### src/rtl/alu_mul_seq.sv
// alu_mul_seq: sequential unsigned WIDTHxWIDTH shift-add multiplier.
// Ports: clk, rst_n, start, op_a, op_b in; busy, done, product out;
// alu_* outputs drive a shared adder; alu_out/alu_c_out return its sum.
module alu_mul_seq #(
  parameter int WIDTH = 16
) (
  input  logic               clk,
  input  logic               rst_n,
  input  logic               start,
  input  logic [WIDTH-1:0]   op_a,
  input  logic [WIDTH-1:0]   op_b,
  output logic               busy,
  output logic               done,
  output logic [2*WIDTH-1:0] product,
  output logic               alu_enable,
  output logic [3:0]         alu_sel,
  output logic [WIDTH-1:0]   alu_a,
  output logic [WIDTH-1:0]   alu_b,
  output logic               alu_c_in,
  input  logic [WIDTH-1:0]   alu_out,
  input  logic               alu_c_out
);

  localparam int CW = $clog2(WIDTH);

  typedef enum logic [1:0] {
    IDLE,
    RUN,
    DONE
  } state_t;

  state_t state;
  state_t state_nx;

  logic [CW-1:0]      count;
  logic [WIDTH-1:0]   mcand;
  logic [WIDTH-1:0]   acc_hi;
  logic [WIDTH-1:0]   acc_lo;
  logic               last;
  logic [2*WIDTH-1:0] shifted;

  assign last = (count == CW'(WIDTH - 1));

  // Carry-out lands in the top bit; the LSB of acc_lo drops off.
  assign shifted = {alu_c_out, alu_out, acc_lo[WIDTH-1:1]};

  assign alu_sel  = 4'b0000;
  assign alu_c_in = 1'b0;
  assign alu_a    = acc_hi;
  assign alu_b    = acc_lo[0] ? mcand : '0;

  always_ff @(posedge clk) begin
    if (!rst_n) begin
      state <= IDLE;
    end else begin
      state <= state_nx;
    end
  end

  always_comb begin
    state_nx   = state;
    busy       = 1'b0;
    done       = 1'b0;
    alu_enable = 1'b0;
    unique case (state)
      IDLE: begin
        if (start) state_nx = RUN;
      end
      RUN: begin
        busy       = 1'b1;
        alu_enable = 1'b1;
        if (last) state_nx = DONE;
      end
      DONE: begin
        busy     = 1'b1;
        done     = 1'b1;
        state_nx = IDLE;
      end
      default: state_nx = IDLE;
    endcase
  end

  always_ff @(posedge clk) begin
    if (!rst_n) begin
      count   <= '0;
      mcand   <= '0;
      acc_hi  <= '0;
      acc_lo  <= '0;
      product <= '0;
    end else begin
      unique case (state)
        IDLE: begin
          if (start) begin
            mcand  <= op_a;
            acc_hi <= '0;
            acc_lo <= op_b;
            count  <= '0;
          end
        end
        RUN: begin
          {acc_hi, acc_lo} <= shifted;
          count <= count + CW'(1);
          if (last) product <= shifted;
        end
        default: ;
      endcase
    end
  end

endmodule
### config.mk
export PLATFORM = sky130hd
export DESIGN_NAME = alu_mul_seq
export DESIGN_NICKNAME = d
export VERILOG_FILES = /design/src/rtl/alu_mul_seq.sv
export SDC_FILE = /design/constraint.sdc
export NUM_CORES = 1
export LEC_CHECK = 0
export BUFFER_PORTS_ARGS = -buffer_cell sky130_fd_sc_hd__buf_2
export CAP_MARGIN = 10
export CORE_ASPECT_RATIO = 1.75
export CORE_MARGIN = 2
export CORE_UTILIZATION = 53
export CTS_CLUSTER_DIAMETER = 80
export CTS_CLUSTER_SIZE = 20
export DETAILED_ROUTE_END_ITERATION = 6
export PLACE_DENSITY = 0.84
export REMOVE_ABC_BUFFERS = 1
export SLEW_MARGIN = 30
export SYNTH_ARGS = -nofsm -noshare
export SYNTH_HDL_FRONTEND = slang
export SYNTH_SLANG_ARGS = --single-unit
### constraint.sdc
create_clock -name clk -period 3.3 [get_ports clk]
set_input_delay 0.66 -clock clk [delete_from_list [all_inputs] [get_ports clk]]
set_output_delay 0.66 -clock clk [all_outputs]
set_load 0.01 [all_outputs]
==> metrics.txt, run 1 <==
Synth area leaders dfxtp_1, nand2_1, a21oi_1; maximum VDD drop 294 µV; CP Cell Sequence inv_1 -> ha_2 -> buf_4 -> buf_2; Gate power share 11.2%; Ys Warns 0; CP Class flip-flop to output pin; cell accounting for the most synthesized area dfxtp_1; gr usage total 22.3%; drt drc 0; P_int 1720 µW; synthesized area 3490 µm²; grt met3 use 4.97%; Die Wd 65.3 µm; CP Capture Point alu_enable; Reg2Reg Depth 6; largest net degree at the start of global routing 42; final hold vios 0; setup violators final 0; total number of H-tree levels 3; ys async rst share 0%; worst path required time 2.64 ns; antenna-violating nets left 0; vias in the first global route 2957; setup slack, reg-to-reg 1.05 ns; min Tclk post-route 2.56 ns; part of the power in registers 49.5%; # resized after CTS 0; Clock Path Buffers 2; worst reg2reg startpoint state[1]; CP Launch Type flip-flop; Nets 558; final hold slack 0.451 ns; worst clock skew 0.00353 ns; final std cell area, no fill 4270 µm²; Critical Path AT 1.90 ns; Sink Count 86; Lkg Pwr 0.00189 µW; Post-CTS Hold Buffers 0; placed cell area 4000 µm²; Wirelength per Cell 13.6 µm; Via-to-Cell Ratio 5.27; Sw Share 23.9%; register clock-pin slew on the reported worst setup and hold paths 0.06 ns; Worst-Margin Slew 0.700 ns; Setup crit end kind output pin; First-pass DRT Iterations 4; Slew Limit Fails 0; gr ovfl total 0; top_reg_cell synth dfxtp_1; GR Util met2 39.7%; n_diodes 0; RSZ-0062 raised after global routing false; Fillers 562; antenna violations before repair 0; vias 3103; Total Wirelength 8040 µm; Initial Util 54.2%; CP max FO 26; CTS buffer count 9; share of layout cells above drive strength 1 27.6%; power per cell area 530 nW/µm²; Reg2Reg Capture Point product[1]; number of flops mapped to enable cells by yosys 0; Yosys top cell area share 49.4%; post-synthesis sequential area ratio 49.4%; GRT Max-Usage Layer met2; hold-critical path depth 2; Starting DRT DRC Count 96; FF+latch count, synth 86; CP Launch Point state[1]; row cnt 39; Clock power frac 39.3%; first-pass GRT wire length 12700 µm; IO buf count 118; P&R area growth vs syn 22.3%; Max Cap Viol 0; I/O pin cnt 124; P_sw 542 µW; met1 Resource Use GR 23.0%; worst rel slew slack 53.3%; Critical Path Max Stage Delay 0.56 ns; chip height 111 µm; HPWL reported at the end of detailed placement 5740 µm; core area 6440 µm²; Tightest Hold Check Type flip-flop to flip-flop; gp weighted congestion 0.806; Setup Buffers After CTS 0; worst skew pair latency 0.33 ns; Root Driver clkbuf_16; Peak Freq 390 MHz; Crit-path slowest cell ha_2; status complete, no violations; final worst path period share 77.7%; Syn Inst Count 401; Syn Area/Cell 8.70 µm²; CTS tree done; Die Footprint 7270 µm²; total negative setup slack 0 ns; Yosys cell types 34
==> worst max-delay path, delay by kind of cell (launching register included) <==
kind	cells	cell delay, ns
buf+inv	3	0.70
flops	1	0.31
fa+ha+maj	1	0.56
==> synth_stat cells, types with 2 or more instances <==
library cell	n
a211oi_1	16
a21oi_1	50
a32oi_1	17
and2_1	17
buf_1	2
buf_2	7
buf_4	13
buf_6	5
clkbuf_1	10
dfxtp_1	86
ha_1	4
inv_1	4
mux2i_1	16
nand2_1	99
nand2b_1	2
nand3b_1	2
nor2_1	33
o211a_1	2
==> logic make-up (layout without fill, tap and decap cells) <==
| group | after synthesis | after routing | share of synthesized area (%) |
|---|---|---|---|
| DFF | 86 | 86 | 49.4 |
| muxes | 18 | 18 | 5.67 |
| AOI/OAI and AO/OA | 91 | 91 | 16.9 |
| other | 1 | 5 | 0.108 |
| and+or+nand+nor | 160 | 160 | 19.4 |
| buffers and inverters | 41 | 143 | 7.14 |
| adders and majority gates | 4 | 4 | 1.43 |
==> cell usage in the layout (no fill, tap or decap), types with 2 or more instances in the layout <==
cell type / netlist / final
and2_1: 17 / 17
a32oi_1: 17 / 17
dfxtp_1: 86 / 86
nor2_1: 33 / 33
nand2b_1: 2 / 2
nand2_1: 99 / 99
mux2i_1: 16 / 16
a211oi_1: 16 / 16
conb_1: 1 / 5
clkbuf_1: 10 / 5
inv_1: 4 / 3
nand3b_1: 2 / 2
ha_1: 4 / 3
buf_4: 13 / 5
buf_2: 7 / 118
a21oi_1: 50 / 50
o211a_1: 2 / 2
clkbuf_16: 0 / 9
==> worst min path at each step <==
stage           startpoint          end
3_5_place_dp     mcand[11]    mcand[11]
2_1_floorplan     mcand[0]     mcand[0]
6_report         mcand[12]    mcand[12]
4_1_cts          mcand[12]    mcand[12]
3_3_place_gp      mcand[2]     mcand[2]
5_1_grt        product[20]  product[20]
==> cell type report <==
| class | count | area (µm²) | share of cell area [%] |
|---|---|---|---|
| Clock inverter | 1 | 5.00 | 0.117 |
| Inverter | 4 | 15.0 | 0.352 |
| Sequential cell | 86 | 1720 | 40.4 |
| Clock buffer | 15 | 258 | 6.04 |
| Multi-Input combinational cell | 278 | 1540 | 36.0 |
| Timing Repair Buffer | 123 | 628 | 14.7 |
| Tap cell | 82 | 103 | 2.41 |
==> registers in the layout, summed over array words and instances (netlist names) <==
register	flops
product	32
acc_lo	16
alu_a	16
mcand	16
count	4
state	2
==> power groups by stage <==
stage               logic, µW  registers, µW  clock network [µW]
global placement          247           1140                   0
detailed placement        254           1140                   0
CTS                       255           1120                 915
global route              282           1130                 954
finish                    253           1120                 889
floorplan                 162           1140                   0
==> per-layer routing <==
layer  routed length, µm  up-vias
li1                    -     1550
met1                2980     1431
met2                4430       96
met3                 342       26
met4                 281        0
met5                   0        -
==> metrics by stage <==
step / power, µW / util (%) / worst slack [ns] / instances
after detailed placement: 1400 / 62.1 / 1.07 / 573
after global routing: 2360 / 66.2 / 0.643 / 589
after floorplan: 1300 / - / 0.106 / 368
final: 2260 / 66.2 / 0.735 / 589
after global placement: 1390 / 62.1 / 1.14 / 573
after CTS: 2290 / 66.2 / 0.733 / 589
Note: power is estimated with default switching activity, not from simulation.
==> run 2, diff against run 1 <==
--- a/config.mk
+++ b/config.mk
@@ -9,11 +9,11 @@
 export CAP_MARGIN = 10
 export CORE_ASPECT_RATIO = 1.75
 export CORE_MARGIN = 2
-export CORE_UTILIZATION = 53
+export CORE_UTILIZATION = 45
 export CTS_CLUSTER_DIAMETER = 80
 export CTS_CLUSTER_SIZE = 20
 export DETAILED_ROUTE_END_ITERATION = 6
-export PLACE_DENSITY = 0.84
+export PLACE_DENSITY = 0.76
 export REMOVE_ABC_BUFFERS = 1
 export SLEW_MARGIN = 30
 export SYNTH_ARGS = -nofsm -noshare
==> constraint.sdc (replaced) <==
create_clock -name clk -period 2.2 [get_ports clk]
set_input_delay 0.44 -clock clk [delete_from_list [all_inputs] [get_ports clk]]
set_output_delay 0.44 -clock clk [all_outputs]
set_load 0.01 [all_outputs]
==> run 2 against run 1 <==
Effect of this change:
- register-to-register slack lost 0.54 ns
- critical endpoint unchanged
- sequential share of layout area shrank 0.42 points
- largest power group unchanged
- highest routed layer unchanged
- critical path depth shrank 1
- design area grew 1.1%
- combinational power grew 55%
- largest cell class unchanged
- die area grew 17%
==> metrics.txt, run 2 (synthesis gave the netlist of run 1 again) <==
maximum VDD drop 468 µV (+59%); antenna violations before repair 0 (unchanged); Sw Share 25.0% (+1.1 points); Critical Path AT 1.29 ns (-0.61 ns); largest net degree at the start of global routing 49 (+17%); vias in the first global route 2805 (-5.1%); first-pass GRT wire length 13000 µm (+2.1%); Gate power share 11.3% (about the same); Starting DRT DRC Count 215 (+120%); gr ovfl total 0 (unchanged); register clock-pin slew on the reported worst setup and hold paths 0.06 ns (about the same); HPWL reported at the end of detailed placement 5730 µm (-0.23%); setup violators final 0 (unchanged); row cnt 42 (+7.7%); Wirelength per Cell 13.5 µm (-1.4%); drt drc 0 (unchanged); most frequent cells in the layout buf_2, nand2_1, dfxtp_1, a21oi_1, nor2_1; Worst-Margin Slew 0.557 ns (-0.143 ns); I/O pin cnt 124 (unchanged); final worst path period share 78.8%; Peak Freq 577 MHz; worst skew pair latency 0.34 ns (about the same); core area 7570 µm² (+17%); met3 WL 395 µm (+15%); gr usage total 19.3% (-3.0 points); Clock Path Buffers 2 (unchanged); antenna-violating nets left 0 (unchanged); total number of H-tree levels 3 (unchanged); final hold vios 0 (unchanged); CTS buffer count 9 (unchanged); RSZ-0062 raised after global routing false; Tightest Hold Check Type input pin to flip-flop; min Tclk post-route 1.73 ns; fin cells 599 (+1.7%); P_int 2590 µW (+50%); worst rel slew slack 62.1% (+8.8 points); M1 wire length 3230 µm (+8.3%); IO buf count 118 (unchanged); Clock power frac 40.0% (+0.7 points); worst path required time 1.76 ns (-0.88 ns); largest reg by FF count product; part of the power in registers 48.7% (-0.8 points); worst slack, placed 0.507 ns (-0.566 ns); commonest non-fill, non-tap cell in the layout buf_2; vias 3067 (-1.2%); Sink Count 86 (unchanged); CP Launch Type flip-flop; Fillers 722 (+28%); Root Driver clkbuf_16; Setup crit end kind output pin; gp weighted congestion 0.769 (-4.6%); Slew Limit Fails 0 (unchanged); final hold slack 0.339 ns (-0.112 ns); Via-to-Cell Ratio 5.12 (-2.8%); CP Class flip-flop to output pin; Post-CTS Hold Buffers 0 (unchanged); power per cell area 800 nW/µm² (+51%); PnR worst setup slack 0.467 ns (-0.268 ns); max reg flops 32 (unchanged); uppermost layer routed met4; Total Wirelength 8060 µm (+0.26%); CP max FO 12 (-54%); Setup Buffers After CTS 0 (unchanged); chip height 120 µm (+8.2%); First-pass DRT Iterations 4 (unchanged); Nets 562 (+0.72%); met2 WL 4270 µm (-3.6%); share of layout cells above drive strength 1 28.6% (+0.96 points); Die Footprint 8500 µm² (+17%); Die Wd 70.6 µm (+8.0%); P&R area growth vs syn 23.6%; P_sw 862 µW (+59%); status complete, no violations; Initial Util 46.1% (-8.1 points); # resized after CTS 0 (unchanged); Max Cap Viol 0 (unchanged); Lkg Pwr 0.00190 µW (+0.91%); # placed instances 583 (+1.7%); worst clock skew 0.00601 ns (+0.00248 ns); n_diodes 0 (unchanged); CTS tree done
==> run 2: metrics by stage <==
| stage | power, µW | utilization [%] | area (µm²) | setup TNS [ns] |
|---|---|---|---|---|
| CTS | 3480 | 57.0 | 4310 | 0 |
| global placement | 2090 | 53.4 | 4040 | 0 |
| floorplan | 1950 | - | 3270 | -38.78 |
| finish | 3450 | 57.0 | 4310 | 0 |
| global route | 3590 | 57.0 | 4310 | 0 |
| detailed placement | 2100 | 53.4 | 4040 | 0 |
==> run 2: worst paths after layout <==
path                      to  cells past startpoint  startpoint  slack (ns)
setup reg to reg    count[0]                      5    state[1]        0.51
hold / removal     mcand[13]                      3    op_a[13]        0.34
setup / recovery  alu_enable                      3    state[1]        0.47
hold reg to reg     mcand[5]                      2    mcand[5]        0.45
==> run 2: per-layer routing <==
layer | up-vias | GRT usage [%]
met2 | 80 | 35.1
met4 | 0 | 9.20
met5 | - | 0
met1 | 1411 | 21.1
met3 | 10 | 3.67
li1 | 1566 | -
==> run 2: final cells by class <==
cell class	count	area, µm²	share of cell area, %
flip-flops and latches	86	1720	39.9
multi-input cells	278	1540	35.6
repair buffers	127	658	15.3
clock buffers	13	250	5.81
well taps	88	110	2.55
clock inverters	3	20.0	0.464
inverters	4	15.0	0.348
==> run 2: power by group through the flow <==
stage          registers (µW)  clock network, µW  logic, µW
2_1_floorplan            1700                  0        244
3_5_place_dp             1710                  0        393
3_3_place_gp             1710                  0        381
5_1_grt                  1690               1460        439
6_report                 1680               1380        391
4_1_cts                  1680               1410        394
==> run 2: critical path: stages, from the launching register on <==
cell     delay (ns)
dfxtp_1        0.31
inv_1          0.09
ha_2           0.34
buf_2          0.21
==> run 3, diff against run 2 <==
==> constraint.sdc (replaced) <==
create_clock -name clk -period 1.45 [get_ports clk]
set_input_delay 0.29 -clock clk [delete_from_list [all_inputs] [get_ports clk]]
set_output_delay 0.29 -clock clk [all_outputs]
set_load 0.01 [all_outputs]
==> run 3 against run 2 <==
Effect of this change:
- the flow now finishes with violations (setup timing)
- sequential power increased by 52%
- wire length rose by 27%
- design area grew 17%
- largest cell class is now multi-input gates
- critical path type unchanged
- clock-buffer cell count fell by 3
- register-to-register slack got worse by 0.55 ns
- critical path depth increased by 1
- critical endpoint unchanged
- non-clock buffer count is 23 higher
- combinational power up 140%
==> metrics.txt, run 3 (synthesis gave the netlist of run 1 again) <==
fin util 66.4% (+9.4 points); status finished, violations left; final hold slack 0.183 ns (-0.156 ns); antenna violations before repair 0 (unchanged); PnR worst setup slack -0.0525 ns (-0.520 ns); worst clock skew 0.00421 ns (-0.00180 ns); chip height 120 µm (unchanged); largest net degree at the start of global routing 46 (-6.1%); register clock-pin slew on the reported worst setup and hold paths 0.06 ns (about the same); core area 7570 µm² (unchanged); most frequent cells in the layout buf_2, nand2_1, dfxtp_1, a21oi_1, nor2_1; First-pass DRT Iterations 5 (+1); final worst path period share 104%; vias 3382 (+10%); Wirelength per Cell 16.3 µm (+21%); Via-to-Cell Ratio 5.41 (+5.7%); most frequent CP cell buf_6; vias in the first global route 2988 (+6.5%); gr usage total 20.9% (+1.6 points); Root Driver clkbuf_16; setup violators final 33 (+33); row cnt 42 (unchanged); max reg flops 32 (unchanged); Lkg Pwr 0.00222 µW (+16%); HPWL reported at the end of detailed placement 5820 µm (+1.6%); Tightest Hold Check Type input pin to flip-flop; RSZ-0062 raised after global routing true; Die Footprint 8500 µm² (unchanged); CTS buffer count 9 (unchanged); total negative setup slack -0.527 ns (-0.527 ns); Critical Path Max Stage Delay 0.33 ns (about the same); drt drc 0 (unchanged); Power, Total 5750 µW (+67%); gr ovfl total 0 (unchanged); power per cell area 1140 nW/µm² (+43%); CP Cell Sequence buf_6 -> ha_4 -> buf_8 -> buf_6; Crit path max-delay family buffers and inverters; commonest non-fill, non-tap cell in the layout buf_2; CP Class flip-flop to output pin; CTS tree done; Nets 589 (+4.8%); worst path required time 1.16 ns (-0.60 ns); Post-CTS Hold Buffers 0 (unchanged); P&R area growth vs syn 44.0%; CP max FO 4 (-8); Setup crit end kind output pin; gp weighted congestion 0.767 (-0.25%); WP buf/inv 3 (+1); largest reg by FF count product; worst slack, placed -0.163 ns (-0.670 ns); worst skew pair latency 0.34 ns (about the same); CP Launch Type flip-flop; n_diodes 0 (unchanged); violated checks setup timing; Crit-path slowest cell dfxtp_2; I/O pin cnt 124 (unchanged); final hold vios 0 (unchanged); antenna-violating nets left 0 (unchanged); Total Wirelength 10200 µm (+27%); IO buf count 118 (unchanged); share of layout cells above drive strength 1 43.6% (+15 points); maximum VDD drop 773 µV (+65%); Max Cap Viol 0 (unchanged); Die Wd 70.6 µm (unchanged); Sink Count 86 (unchanged); Critical Path AT 1.21 ns (-0.08 ns); first-pass GRT wire length 14200 µm (+9.0%); Clock Path Buffers 2 (unchanged); Starting DRT DRC Count 180 (-16%); Slew Limit Fails 0 (unchanged); total number of H-tree levels 3 (unchanged); min Tclk post-route 1.50 ns; Peak Freq 666 MHz; Initial Util 46.1% (unchanged); setup slack, reg-to-reg -0.04 ns (-0.55 ns)
==> run 3: cell types whose count changed in the layout (fill, tap and decap cells not counted), sizes merged <==
cell	change
clkinv	+3
clkinvlp	-2
mux2	+4
clkbuf	+1
buf	+19
bufinv	+1
==> run 3: layout make-up <==
type | count | area (µm²)
multi-input cells | 282 | 1840
inverters | 4 | 17.5
fillers | 634 | 2540
flip-flops and latches | 86 | 1730
clock inverters | 5 | 50.0
well taps | 88 | 110
repair buffers | 150 | 1040
clock buffers | 10 | 239
==> run 3: worst paths after layout <==
path,start,end,depth (start not counted)
setup / recovery,state[0],alu_enable,4
hold / removal,op_a[3],mcand[3],3
hold reg to reg,mcand[1],mcand[1],2
setup reg to reg,state[0],acc_lo[5],6
==> run 3: timing repair <==
item                                    CTS  global route
endpoints found under the hold margin     0             0
buffers inserted                          5             4
endpoints found under the setup margin   84            89
pin swaps                                 1             8
gates cloned                              3             6
resized for setup                        10            78
==> run 3: stage by stage <==
step                instances  instance area [µm²]
floorplan                 368                 3270
detailed placement        592                 4200
global placement          592                 4200
CTS                       615                 4590
finish                    625                 5020
global route              625                 5020
==> run 3: worst reg2reg max path, stage by stage, from the launching register on <==
cell and delay (ns):
dfxtp_2 0.33, buf_6 0.12, ha_4 0.18, clkbuf_16 0.17
mux2_2 0.32, nor2_1 0.19, a211oi_2 0.08
==> run 3: report_power, final <==
group / total (µW) / switching, µW / internal, µW / leakage, µW
clock network: 2260 / 904 / 1360 / 0.000148
logic: 935 / 485 / 450 / 0.00137
registers: 2560 / 83.4 / 2470 / 0.000702
==> run 3: per-layer routing <==
metal  GRT usage [%]  share of wire [%]  vias to the layer above
met5               0                  0                        -
met4            9.79                3.8                        0
met3            4.50                4.6                       33
met2            36.0                 53                      124
met1            24.5                 38                     1603
li1                -                  -                     1622
